## config.mk

```make
export PLATFORM = sky130hd
export DESIGN_NAME = controller_sequencer
export DESIGN_NICKNAME = d
export VERILOG_FILES = /design/src/rtl/controller_sequencer.sv
export SDC_FILE = /design/constraint.sdc
export NUM_CORES = 1
export LEC_CHECK = 0
export CAP_MARGIN = 30
export CORE_AREA = 2 2 46 48
export DETAILED_ROUTE_END_ITERATION = 16
export DIE_AREA = 0 0 48 50
export GPL_TIMING_DRIVEN = 1
export PLACE_DENSITY = 0.77
export SETUP_SLACK_MARGIN = 0.3
export SYNTH_ARGS = -nofsm -noshare
export SYNTH_HDL_FRONTEND = slang
export SYNTH_SLANG_ARGS = --single-unit
```

## constraint.sdc

```tcl
create_clock -name CLK -period 2.05 [get_ports CLK]
set_input_delay 0.615 -clock CLK [delete_from_list [all_inputs] [get_ports CLK]]
set_output_delay 0.615 -clock CLK [all_outputs]
set_load 0.02 [all_outputs]
```

## src/rtl/controller_sequencer.sv

```systemverilog
// controller_sequencer
//
// Micro-operation sequencer placed directly upstream of the controller ROM.
// Owns the registered 3-bit uOP counter and the ZERO/COUT flag register that
// the ROM decodes, and adds run/single-step control, an idle park state
// (uOP = 3'b111, the ROM's reset microstate) and a sticky runaway fault.
//
// Optional feature: define SEQ_INSTR_COUNT_EN to build the retired-instruction
// counter driving INSTR_COUNT; without it INSTR_COUNT is tied to zero.
//
// Ports:
//   CLK          system clock, rising edge
//   RST_N        asynchronous active-low reset
//   RUN          level, free-run instructions back to back
//   STEP         rising edge requests one instruction while parked
//   CLR_FAULT    pulse, clears FAULT and returns to PARK
//   RESET_uOP    from ROM, current uOP is the last of the instruction
//   READ_FLAGS   from ROM, latch ALU flags at this edge
//   ALU_ZERO     ALU zero result
//   ALU_COUT     ALU carry out
//   uOP          current micro-operation (registered)
//   ZERO_FLAG    latched zero flag
//   COUT_FLAG    latched carry flag
//   BUSY         high while executing
//   INSTR_DONE   one-cycle pulse, cycle after the retiring uOP
//   FAULT        sticky runaway fault
//   INSTR_COUNT  retired instruction count (optional feature)
module controller_sequencer #(
    parameter int unsigned MAX_UOP = 6,
    parameter int unsigned CNT_W   = 16
) (
    input  logic             CLK,
    input  logic             RST_N,
    input  logic             RUN,
    input  logic             STEP,
    input  logic             CLR_FAULT,
    input  logic             RESET_uOP,
    input  logic             READ_FLAGS,
    input  logic             ALU_ZERO,
    input  logic             ALU_COUT,
    output logic [2:0]       uOP,
    output logic             ZERO_FLAG,
    output logic             COUT_FLAG,
    output logic             BUSY,
    output logic             INSTR_DONE,
    output logic             FAULT,
    output logic [CNT_W-1:0] INSTR_COUNT
);

    typedef enum logic [1:0] {
        S_PARK  = 2'd0,
        S_EXEC  = 2'd1,
        S_FAULT = 2'd2
    } state_t;

    localparam logic [2:0] LP_PARK_UOP = 3'b111;
    localparam logic [2:0] LP_MAX_UOP  = 3'(MAX_UOP);

    state_t     r_state;
    logic [2:0] r_uop;
    logic       r_zero;
    logic       r_cout;
    logic       r_busy;
    logic       r_done;
    logic       r_fault;
    logic       r_step_d;
    logic       w_step_req;

    // A step request is a 0->1 transition of STEP; only PARK consumes it.
    assign w_step_req = STEP & ~r_step_d;

    always_ff @(posedge CLK or negedge RST_N) begin
        if (!RST_N) begin
            r_state  <= S_PARK;
            r_uop    <= LP_PARK_UOP;
            r_zero   <= 1'b0;
            r_cout   <= 1'b0;
            r_busy   <= 1'b0;
            r_done   <= 1'b0;
            r_fault  <= 1'b0;
            r_step_d <= 1'b0;
        end else begin
            r_step_d <= STEP;
            r_done   <= 1'b0;

            // Flags are independent of sequencing state.
            if (READ_FLAGS) begin
                r_zero <= ALU_ZERO;
                r_cout <= ALU_COUT;
            end

            case (r_state)
                S_PARK: begin
                    if (RUN || w_step_req) begin
                        r_state <= S_EXEC;
                        r_uop   <= '0;
                        r_busy  <= 1'b1;
                    end
                end
                S_EXEC: begin
                    if (RESET_uOP) begin
                        r_done <= 1'b1;
                        if (RUN) begin
                            r_uop <= '0;
                        end else begin
                            r_state <= S_PARK;
                            r_uop   <= LP_PARK_UOP;
                            r_busy  <= 1'b0;
                        end
                    end else if (r_uop == LP_MAX_UOP) begin
                        r_state <= S_FAULT;
                        r_uop   <= LP_PARK_UOP;
                        r_busy  <= 1'b0;
                        r_fault <= 1'b1;
                    end else begin
                        r_uop <= r_uop + 3'd1;
                    end
                end
                S_FAULT: begin
                    if (CLR_FAULT) begin
                        r_state <= S_PARK;
                        r_fault <= 1'b0;
                    end
                end
                default: begin
                    r_state <= S_PARK;
                    r_uop   <= LP_PARK_UOP;
                    r_busy  <= 1'b0;
                end
            endcase
        end
    end

    assign uOP        = r_uop;
    assign ZERO_FLAG  = r_zero;
    assign COUT_FLAG  = r_cout;
    assign BUSY       = r_busy;
    assign INSTR_DONE = r_done;
    assign FAULT      = r_fault;

`ifdef SEQ_INSTR_COUNT_EN
    logic [CNT_W-1:0] r_instr_count;

    always_ff @(posedge CLK or negedge RST_N) begin
        if (!RST_N) begin
            r_instr_count <= '0;
        end else if (r_done) begin
            r_instr_count <= r_instr_count + CNT_W'(1);
        end
    end

    assign INSTR_COUNT = r_instr_count;
`else
    assign INSTR_COUNT = '0;
`endif

endmodule
```

Yosys cells after proc, flatten, opt, wreduce, memory -nomap -nowiden
Cells that the tools add are included.
{"block": "op_classes", "n_addsub": 1, "n_eq_ne": 9, "muxes": 22, "n_bitwise": 3, "n_reduce_logical": 7}
{"op": "two-way mux 3 bit", "count": 4}
{"op": "AND reduction 4 bit", "count": 3}
{"op": "two-way mux 2 bit", "count": 5}
{"op": "two-way mux 1 bit", "count": 9}
{"op": "one-hot mux 3 bit (3 select lines)", "count": 1}
{"op": "inequality test 2 bit, second input constant", "count": 4}
{"op": "inequality test 3 bit, second input constant", "count": 2}
{"op": "one-hot mux 2 bit (3 select lines)", "count": 1}
{"op": "adder 3 x 1 -> 3 bit, second input constant", "count": 1}
{"op": "== test 3 bit, second input constant", "count": 1}
{"op": "one-hot mux 1 bit (3 select lines)", "count": 1}
{"op": "== test 2 x 1 -> 1 bit, second input constant", "count": 1}
{"op": "== test 2 bit, second input constant", "count": 1}
{"op": "zero test 2 bit", "count": 1}
{"op": "inverter 1 bit", "count": 2}
{"op": "one-hot mux 1 bit (2 select lines)", "count": 1}
{"op": "AND reduction 2 bit", "count": 1}
{"op": "nonzero test 2 bit", "count": 1}
{"op": "bitwise AND 1 bit", "count": 1}
{"op": "logical OR 1 bit", "count": 1}
{"block": "totals", "regBits": 11, "input_bits": 9, "output_inout_bits": 24, "elab_cells": 50}

Logic depth before layout (Yosys ltp)
Gate-level depths: netlist (run 1).
{"block": "logic_depth", "ltp_word": 5, "ltp_mapped": 5, "mapped_depth_nobuf": 5}

Least setup slack after synthesis (run 1)
OpenSTA, ideal clock, no wires.
{"block": "synth_timing", "path_type": "reg-to-reg", "start": "reg r_uop[0] (netlist: uOP[0])", "end": "reg r_busy (netlist: BUSY)", "setup_ns": 0.073, "t_arrival_ns": 1.521, "required_time_ns": 1.977, "path_slack_ns": 0.456, "stages_incl_launch_ff": 6, "n_path_buf": 0, "period_less_slack_ns": 1.594, "cell_sequence": "dfstp_2 -> inv_1 -> ha_1 -> and3b_4 -> o41a_1 -> a21oi_2"}
{"block": "synth_between", "elab_chain_len": 3}
{"item": "start: declaration", "line_no": "60", "text": "logic [2:0] r_uop;"}
{"item": "start signal: assignment", "line_no": "116", "text": "r_uop <= r_uop + 3'd1;"}
{"item": "== test 3 bit", "line_no": "110", "text": "end else if (r_uop == LP_MAX_UOP) begin"}
{"item": "inequality test 3 bit (no line)"}
{"item": "AND reduction 4 bit (no line)"}
{"item": "end signal: assignment", "line_no": "108", "text": "r_busy <= 1'b0;"}
{"item": "end signal: assignment", "line_no": "113", "text": "r_busy <= 1'b0;"}
{"item": "end signal: assignment", "line_no": "128", "text": "r_busy <= 1'b0;"}
{"item": "end: declaration", "line_no": "63", "text": "logic r_busy;"}
No other way between the ends.
A chain may end at the register's enable or synchronous reset.

Final worst setup path (run 1)
{"block": "layout_timing", "start": "reg r_uop[0] (netlist: uOP[0])", "end": "out uOP[0]"}
{"item": "end: declaration", "line_no": "41", "text": "output logic [2:0] uOP,"}
No word-level cell between the ends.

==> results of run 1 <==
[report_power, final]
group	total, W	leakage [nW]	internal [W]	switching, W
logic	0.000425	0.252	0.000182	0.000243
clock network	0.000150	0.0150	0.0000753	0.0000750
registers	0.000373	0.130	0.000306	0.0000673
[registers in the layout, indices dropped and copies added (netlist names)]
signal,flops
uOP,3
r_state,2
BUSY,1
COUT_FLAG,1
FAULT,1
INSTR_DONE,1
ZERO_FLAG,1
r_step_d,1
[synthesized netlist by cell type]
| cell | n | area share, % |
|---|---|---|
| sky130_fd_sc_hd__and3b_4 | 1 | 1.8 |
| sky130_fd_sc_hd__buf_2 | 1 | 0.72 |
| sky130_fd_sc_hd__conb_1 | 1 | 0.54 |
| sky130_fd_sc_hd__dfstp_2 | 3 | 11 |
| sky130_fd_sc_hd__mux2_2 | 2 | 3.2 |
| sky130_fd_sc_hd__inv_1 | 6 | 3.2 |
| sky130_fd_sc_hd__o311ai_1 | 1 | 1.3 |
| sky130_fd_sc_hd__o21ba_2 | 1 | 1.4 |
| sky130_fd_sc_hd__nor3_1 | 2 | 1.4 |
| sky130_fd_sc_hd__a21oi_2 | 1 | 1.3 |
| sky130_fd_sc_hd__o21bai_1 | 1 | 1.1 |
| sky130_fd_sc_hd__o21a_1 | 1 | 1.1 |
| sky130_fd_sc_hd__dfrtp_1 | 8 | 29 |
| sky130_fd_sc_hd__o211ai_1 | 1 | 1.1 |
| sky130_fd_sc_hd__nor2b_1 | 4 | 3.6 |
| sky130_fd_sc_hd__nand2_1 | 4 | 2.2 |
| sky130_fd_sc_hd__buf_4 | 16 | 17 |
| sky130_fd_sc_hd__ha_1 | 2 | 3.6 |
| sky130_fd_sc_hd__a21oi_1 | 2 | 1.4 |
| sky130_fd_sc_hd__o41a_1 | 1 | 1.6 |
| sky130_fd_sc_hd__nor4_1 | 1 | 0.90 |
| sky130_fd_sc_hd__and4bb_2 | 1 | 1.8 |
| sky130_fd_sc_hd__o22ai_1 | 2 | 1.8 |
| sky130_fd_sc_hd__nand2b_1 | 1 | 0.90 |
| sky130_fd_sc_hd__nor3b_1 | 1 | 1.1 |
| sky130_fd_sc_hd__o221ai_1 | 1 | 1.3 |
| sky130_fd_sc_hd__o21ai_0 | 1 | 0.72 |
| sky130_fd_sc_hd__a2111oi_2 | 1 | 2.2 |
| sky130_fd_sc_hd__nor2_1 | 2 | 1.1 |
[per-layer routing]
layer  track usage, %  up-vias  wire length [um]
li1                 -      248                 -
met4             9.46        0                19
met2             17.3       20               584
met3             3.30        2                53
met1             16.8      222               569
met5                0        -                 0
[how the worst min path moves through the flow]
stage,cells after the start,start,to,slack [ps]
after floorplan,0,RST_N,BUSY,320
after global placement,1,COUT_FLAG,COUT_FLAG,490
after detailed placement,1,ZERO_FLAG,ZERO_FLAG,500
after CTS,1,ZERO_FLAG,ZERO_FLAG,510
after global routing,1,ZERO_FLAG,ZERO_FLAG,520
final,1,COUT_FLAG,COUT_FLAG,510
[stage by stage]
step                      area, sq um  setup slack, ps  power (W)
after global routing              840              317    0.00103
after CTS                         847              228   0.000968
after detailed placement          826             82.2   0.000841
final                             840              362   0.000948
after floorplan                   749              456   0.000687
after global placement            826              110   0.000834
[repair_timing]
item,CTS,global route
hold endpoints to repair,0,0
resized for setup,12,4
endpoints found under the setup margin,8,3
[cells by family after synthesis]
group / synth area share, %
simple gates: 14.8
mux: 3.25
other cells: 0.541
fa+ha+maj: 3.61
buf+inv: 21.3
compound gates: 16.2
flops: 40.3
[layout by cell type, fill, tap and decap left out]
master,count
sky130_fd_sc_hd__nand2_1,4
sky130_fd_sc_hd__conb_1,16
sky130_fd_sc_hd__clkdlybuf4s50_1,7
sky130_fd_sc_hd__o41a_1,1
sky130_fd_sc_hd__buf_2,1
sky130_fd_sc_hd__mux2_2,2
sky130_fd_sc_hd__a2111oi_2,1
sky130_fd_sc_hd__buf_4,1
sky130_fd_sc_hd__o22ai_1,2
sky130_fd_sc_hd__inv_1,6
sky130_fd_sc_hd__clkdlybuf4s15_2,1
sky130_fd_sc_hd__ha_1,2
sky130_fd_sc_hd__dfrtp_1,8
sky130_fd_sc_hd__o21ba_2,1
sky130_fd_sc_hd__and4bb_2,1
sky130_fd_sc_hd__o21a_1,1
sky130_fd_sc_hd__a21oi_2,1
sky130_fd_sc_hd__clkbuf_2,1
sky130_fd_sc_hd__o221ai_1,1
sky130_fd_sc_hd__nor4_1,1
sky130_fd_sc_hd__nand2b_1,1
sky130_fd_sc_hd__nor2_1,2
sky130_fd_sc_hd__dlymetal6s2s_1,1
sky130_fd_sc_hd__a21oi_1,2
sky130_fd_sc_hd__o21ai_0,1
sky130_fd_sc_hd__dfstp_2,3
sky130_fd_sc_hd__nor2b_1,4
sky130_fd_sc_hd__nor3_1,2
sky130_fd_sc_hd__clkbuf_4,3
sky130_fd_sc_hd__o21bai_1,1
sky130_fd_sc_hd__o211ai_1,1
sky130_fd_sc_hd__nor3b_1,1
sky130_fd_sc_hd__dlygate4sd2_1,5
sky130_fd_sc_hd__and3b_4,1
sky130_fd_sc_hd__clkbuf_1,1
sky130_fd_sc_hd__o311ai_1,1
[layout make-up]
type | instances | area [sq um] | area share (%)
Clock buffer | 4 | 26.3 | 3.13
Inverter | 6 | 22.5 | 2.68
Sequential cell | 11 | 279 | 33.2
Multi-Input combinational cell | 51 | 323 | 38.5
Tap cell | 27 | 33.8 | 4.02
Timing Repair Buffer | 17 | 155 | 18.5
==> results.md, run 1 <==
• 11 — clock sinks
• 1690 ps — crit path time final
• 1 — cell count along the critical path
• built — TritonCTS clock tree
• 0 — total grt overflow
• 33 — io pins
• 10.6 um — wire length per cell
• flip-flop — sort of element at the start of the critical path
• 82.4% — Tcrit/Tclk final
• 101 — Final nets
• 3 — number of CTS-inserted buffers
• 2.42 ps — largest clock skew in the final design
• 0 — number of warnings issued by yosys
• 4.24 — Via density
• output pin — Critical Path End Type
• 0 — post-detailed-route count of antenna-violating nets
• flip-flops — kind of cell adding the most delay to the critical path
• 0.00190 sq mm — Std-Cell Core Area
• 181 — Fill cells
• 66.8% — remaining max-slew budget at the tightest pin
• 5 — Reg2Reg Depth
• 70 — Syn Inst Count
• 50 um — DIE HEIGHT
• 0.735 — RD Place Congestion
• uOP[0] — reg2reg start
• 1230 um — Total Wirelength
• 270 ps — source-to-sink clock delay at the later pin of the worst-skew pair
• sky130_fd_sc_hd__clkbuf_4 — clk root buf
• 21.1% — signed area change from the synthesized netlist to the final layout
• 0 — Slew Limit Fails
• 0 — final antenna diode count
• clkdlybuf4s15_2 — cell chain of the critical path
• 492 — Via Count
• 496 ps — measured slew at the worst slew-check pin
• 1130 mW/mm^2 — P per Cell Area
• 0 — number of hold-slack violations in the final timing report
• 2100 um — first-pass GRT wire length
• 1070 ps — crit path DAT
• 1 — CTS H-tree lvls
• 44.1% — Util after Layout
• 48 um — width of the die
• 0 — CTS Hold Buffers Added
• 29 — unique cell type count in the Yosys netlist
• 16 — number of buffers added on ports
• 13 — largest net degree at the start of global routing
• 70 ps — clock input transition at the sequential cells of the worst setup and hold paths
• uOP[0] — endpoint of the worst register-to-register path
• 0.592 GHz — f_max
• 4 — drt first pass iters
• 112 — cell count after placement
• 36.4% — initial core utilization
• 470 ps — worst-case register-to-register setup slack
• 949 um — half-perimeter wire length after detailed placement
• flip-flop to output pin — type of the setup path with the least slack
• 0 — initial antenna violation count
• 0.618 mV — highest ir drop seen on vdd
• 40.3% — sequential area share after synthesis
• flip-flop to flip-flop — Hold Crit Class
• 2 — worst-case clock buffer depth
• 0 — count of maximum capacitance violations
• 550 ps — CP max stage delay
• 6 — initial DRC count
• 693 sq um — post-synthesis cell area
• uOP[0] — worst setup path end
• 12.8% — overall track demand over capacity in global routing
• 19.1% — ratio of cells with drive above 1 in the final layout
• 0 — drt drc
• sky130_fd_sc_hd__dfstp_2 — critical path's slowest cell
• 9.90 sq um — mean instance size in the synthesized netlist
• 0 — number of setup violations in the final report
• 3 — highest net fanout along the worst path
• 1430 ps — Crit path required time
• 0.396 nW — static power due to leakage
• 506 ps — Post-Route Hold Slack
• 1 — number of buffers and inverters on the critical path
• 11 — synthesis-stage register bit count
• no — RSZ-0062 raised after global routing
• 0 ps — sum of negative setup slack
• finished, final reports clean — run status
• 480 — number of global-route vias before repair
• 116 — post-route non-filler standard cell count
• 16 — Std-Cell Rows
• 0.00240 sq mm — Die ar.
• uOP[0] — source of the critical timing path
• 0 — total setup buffers inserted after CTS
(Power assumes the default switching activity.)
==> run 2, diff against run 1 <==
--- a/config.mk
+++ b/config.mk
@@ -6,11 +6,11 @@
 export NUM_CORES = 1
 export LEC_CHECK = 0
 export CAP_MARGIN = 30
-export CORE_AREA = 2 2 46 48
+export CORE_AREA = 2 2 48 50
 export DETAILED_ROUTE_END_ITERATION = 16
-export DIE_AREA = 0 0 48 50
+export DIE_AREA = 0 0 50 52
 export GPL_TIMING_DRIVEN = 1
-export PLACE_DENSITY = 0.77
+export PLACE_DENSITY = 0.74
 export SETUP_SLACK_MARGIN = 0.3
 export SYNTH_ARGS = -nofsm -noshare
 export SYNTH_HDL_FRONTEND = slang
==> constraint.sdc (replaced) <==
create_clock -name CLK -period 1.5 [get_ports CLK]
set_input_delay 0.45 -clock CLK [delete_from_list [all_inputs] [get_ports CLK]]
set_output_delay 0.45 -clock CLK [all_outputs]
set_load 0.02 [all_outputs]
==> run 2 against run 1 <==
Net effect:
- the flow now finishes with violations (setup timing)
- non-clock buffer count grew 16
- register-to-register slack lost 470 ps
- die area grew 8.3%
==> results.md, run 2 (same netlist as run 1, synthesis figures left out) <==
• finished with violations — run status, was finished, final reports clean
• setup timing — violated checks
• 32.9% — initial core utilization, was 36.4%
• buf_6 > inv_4 > ha_4 > and3b_4 > buf_6 > a2111oi_4 > o22ai_2 — cell chain of the critical path, was clkdlybuf4s15_2
• sky130_fd_sc_hd__conb_1 — commonest non-fill, non-tap cell in the layout, unchanged
• 3 — initial DRC count, was 6
• 0.00169 W — final total power, was 0.000948 W
• 574 — Via Count, was 492
• 4 — highest net fanout along the worst path, was 3
• 3 — number of buffers and inverters on the critical path, was 1
• 33 — io pins, unchanged
• 0.00105 W — cell internal pwr, was 0.000563 W
• 0.00260 sq mm — Die ar., was 0.00240 sq mm
• 0.665 GHz — f_max
• 0 — final antenna diode count, unchanged
• 50.5% — signed area change from the synthesized netlist to the final layout, was 21.1%
• 12.4% — overall track demand over capacity in global routing, was 12.8%
• 3 — max FFs per register, unchanged
• 3.16% — grt met3 use, was 3.30%
• 12.7% — global routing met1 resource utilization, was 16.8%
• built — TritonCTS clock tree, unchanged
• 2340 um — first-pass GRT wire length, was 2100 um
• 2 — drt first pass iters, was 4
• 0.000643 W — switching power summed over all nets, was 0.000386 W
• flip-flop to flip-flop — type of the setup path with the least slack, was flip-flop to output pin
• 49.6% — Util after Layout, was 44.1%
• 12 — largest net degree at the start of global routing, was 13
• 38.0% — fraction of power spent switching nets, was 40.7%
• flip-flop — sort of element at the start of the critical path, unchanged
• 0 — number of hold-slack violations in the final timing report, unchanged
• 11 — clock sinks, unchanged
• 3 — number of CTS-inserted buffers, unchanged
• 0 — total grt overflow, unchanged
• 17 — Std-Cell Rows, was 16
• 1200 um — half-perimeter wire length after detailed placement, was 949 um
• 117 — Final nets, was 101
• 553 — number of global-route vias before repair, was 480
• met2 — most congested layer reported by global routing, unchanged
• 1620 mW/mm^2 — P per Cell Area, was 1130 mW/mm^2
• sky130_fd_sc_hd__buf_6 — most numerous cell on the critical path
• 70 ps — clock input transition at the sequential cells of the worst setup and hold paths, about the same
• 100% — Tcrit/Tclk final
• 0 — initial antenna violation count, unchanged
• 10.9 um — wire length per cell, was 10.6 um
• 2.67 ps — largest clock skew in the final design, was 2.42 ps
• 0 — CTS Hold Buffers Added, unchanged
• 2 — number of setup violations in the final report, was 0
• 0 — drt drc, unchanged
• 0.00211 sq mm — Std-Cell Core Area, was 0.00190 sq mm
• flip-flops — kind of cell adding the most delay to the critical path, unchanged
• 0.483 nW — static power due to leakage, was 0.396 nW
• 58.3% — fraction of power consumed by combinational cells, was 44.8%
• flip-flop — Critical Path End Type, was output pin
• 0.765 mV — highest ir drop seen on vdd, was 0.618 mV
• 1450 um — Total Wirelength, was 1230 um
• 50 um — width of the die, was 48 um
• 1 — CTS H-tree lvls, unchanged
• 1700 ps — crit path DAT, was 1070 ps
• -4.02 ps — final critical-path setup slack, was 362 ps
• 16 — number of buffers added on ports, unchanged
• yes — RSZ-0062 raised after global routing, was no
• sky130_fd_sc_hd__conb_1, sky130_fd_sc_hd__buf_4, sky130_fd_sc_hd__buf_6 — most used cells in the layout excluding fill and tap cells, was sky130_fd_sc_hd__conb_1, sky130_fd_sc_hd__dfrtp_1, sky130_fd_sc_hd__clkdlybuf4s50_1
• 2 — worst-case clock buffer depth, unchanged
• 29.8% — portion of total power attributed to sequential cells, was 39.3%
• 0 — Slew Limit Fails, unchanged
• 52 um — DIE HEIGHT, was 50 um
• 42.9% — ratio of cells with drive above 1 in the final layout, was 19.1%
• 1690 ps — Crit path required time, was 1430 ps
• primary input to async pin — Hold Crit Class, was flip-flop to flip-flop
• 0 — count of maximum capacitance violations, unchanged
• 0.861 — RD Place Congestion, was 0.735
• 0 — post-detailed-route count of antenna-violating nets, unchanged
• 11.9% — clock network power share, was 15.8%
• 23.5% — Global Route met2 Usage, was 17.3%
• 270 ps — source-to-sink clock delay at the later pin of the worst-skew pair, about the same
• 464 ps — Post-Route Hold Slack, was 506 ps
• -6.45 ps — sum of negative setup slack, was 0 ps
• 4.32 — Via density, was 4.24
• sky130_fd_sc_hd__clkbuf_4 — clk root buf, unchanged
• 1500 ps — crit path time final
• 540 ps — CP max stage delay, was 550 ps
• sky130_fd_sc_hd__dfstp_2 — critical path's slowest cell, unchanged
[run 2: final timing paths]
check                           cells after the start  slack [ps]        end      start
worst max-delay path                                7          -4     uOP[0]     uOP[0]
worst min-delay path                                2         460  COUT_FLAG      RST_N
worst max register to register                      7          -4     uOP[0]     uOP[0]
worst min register to register                      1         530  ZERO_FLAG  ZERO_FLAG
max in group asynchronous                           2         810     uOP[0]      RST_N
min in group CLK                                    1         530  ZERO_FLAG  ZERO_FLAG
[run 2: area by class of cell]
| cell class | count | area [sq um] |
|---|---|---|
| Clock buffer | 4 | 26.3 |
| Fill cell | 193 | 1060 |
| Inverter | 6 | 25.0 |
| Multi-Input combinational cell | 51 | 378 |
| Sequential cell | 11 | 279 |
| Tap cell | 28 | 35.0 |
| Timing Repair Buffer | 33 | 300 |
[run 2: metrics by stage]
stage	setup WS, ps	instances	cell area, sq um
final	-4.02	133	1040
after global routing	-72.6	133	1040
after CTS	-24.2	131	1010
after detailed placement	-309	125	948
after global placement	-276	125	948
after floorplan	-38.3	85	781
[run 2: power by group through the flow]
stage	logic (W)	clock network [W]	registers [W]
after CTS	0.000931	0.000208	0.000507
after global placement	0.000850	0	0.000488
after detailed placement	0.000885	0	0.000492
after floorplan	0.000410	0	0.000596
after global routing	0.00108	0.000220	0.000520
final	0.000987	0.000202	0.000506
[run 2: routing by layer]
layer  routed length, um  vias up
met5                   0        -
met4                  20        0
met3                  84        2
met2                 761       25
met1                 586      271
li1                    -      276
[run 2: worst reg2reg max path: cells and delay by family, from the launching register on]
| kind | cells | cell delay, ps |
|---|---|---|
| buffers and inverters | 3 | 250 |
| flip-flops | 1 | 540 |
| AO/OA/AOI/OAI | 2 | 300 |
| AND/OR/NAND/NOR | 1 | 190 |
| adder cells (fa/ha/maj) | 1 | 150 |
[run 2: repair_timing]
action | CTS | global route
endpoints found under the setup margin | 15 | 15
pin swaps | 3 | 1
buffers inserted | 2 | 2
resized for setup | 52 | 4
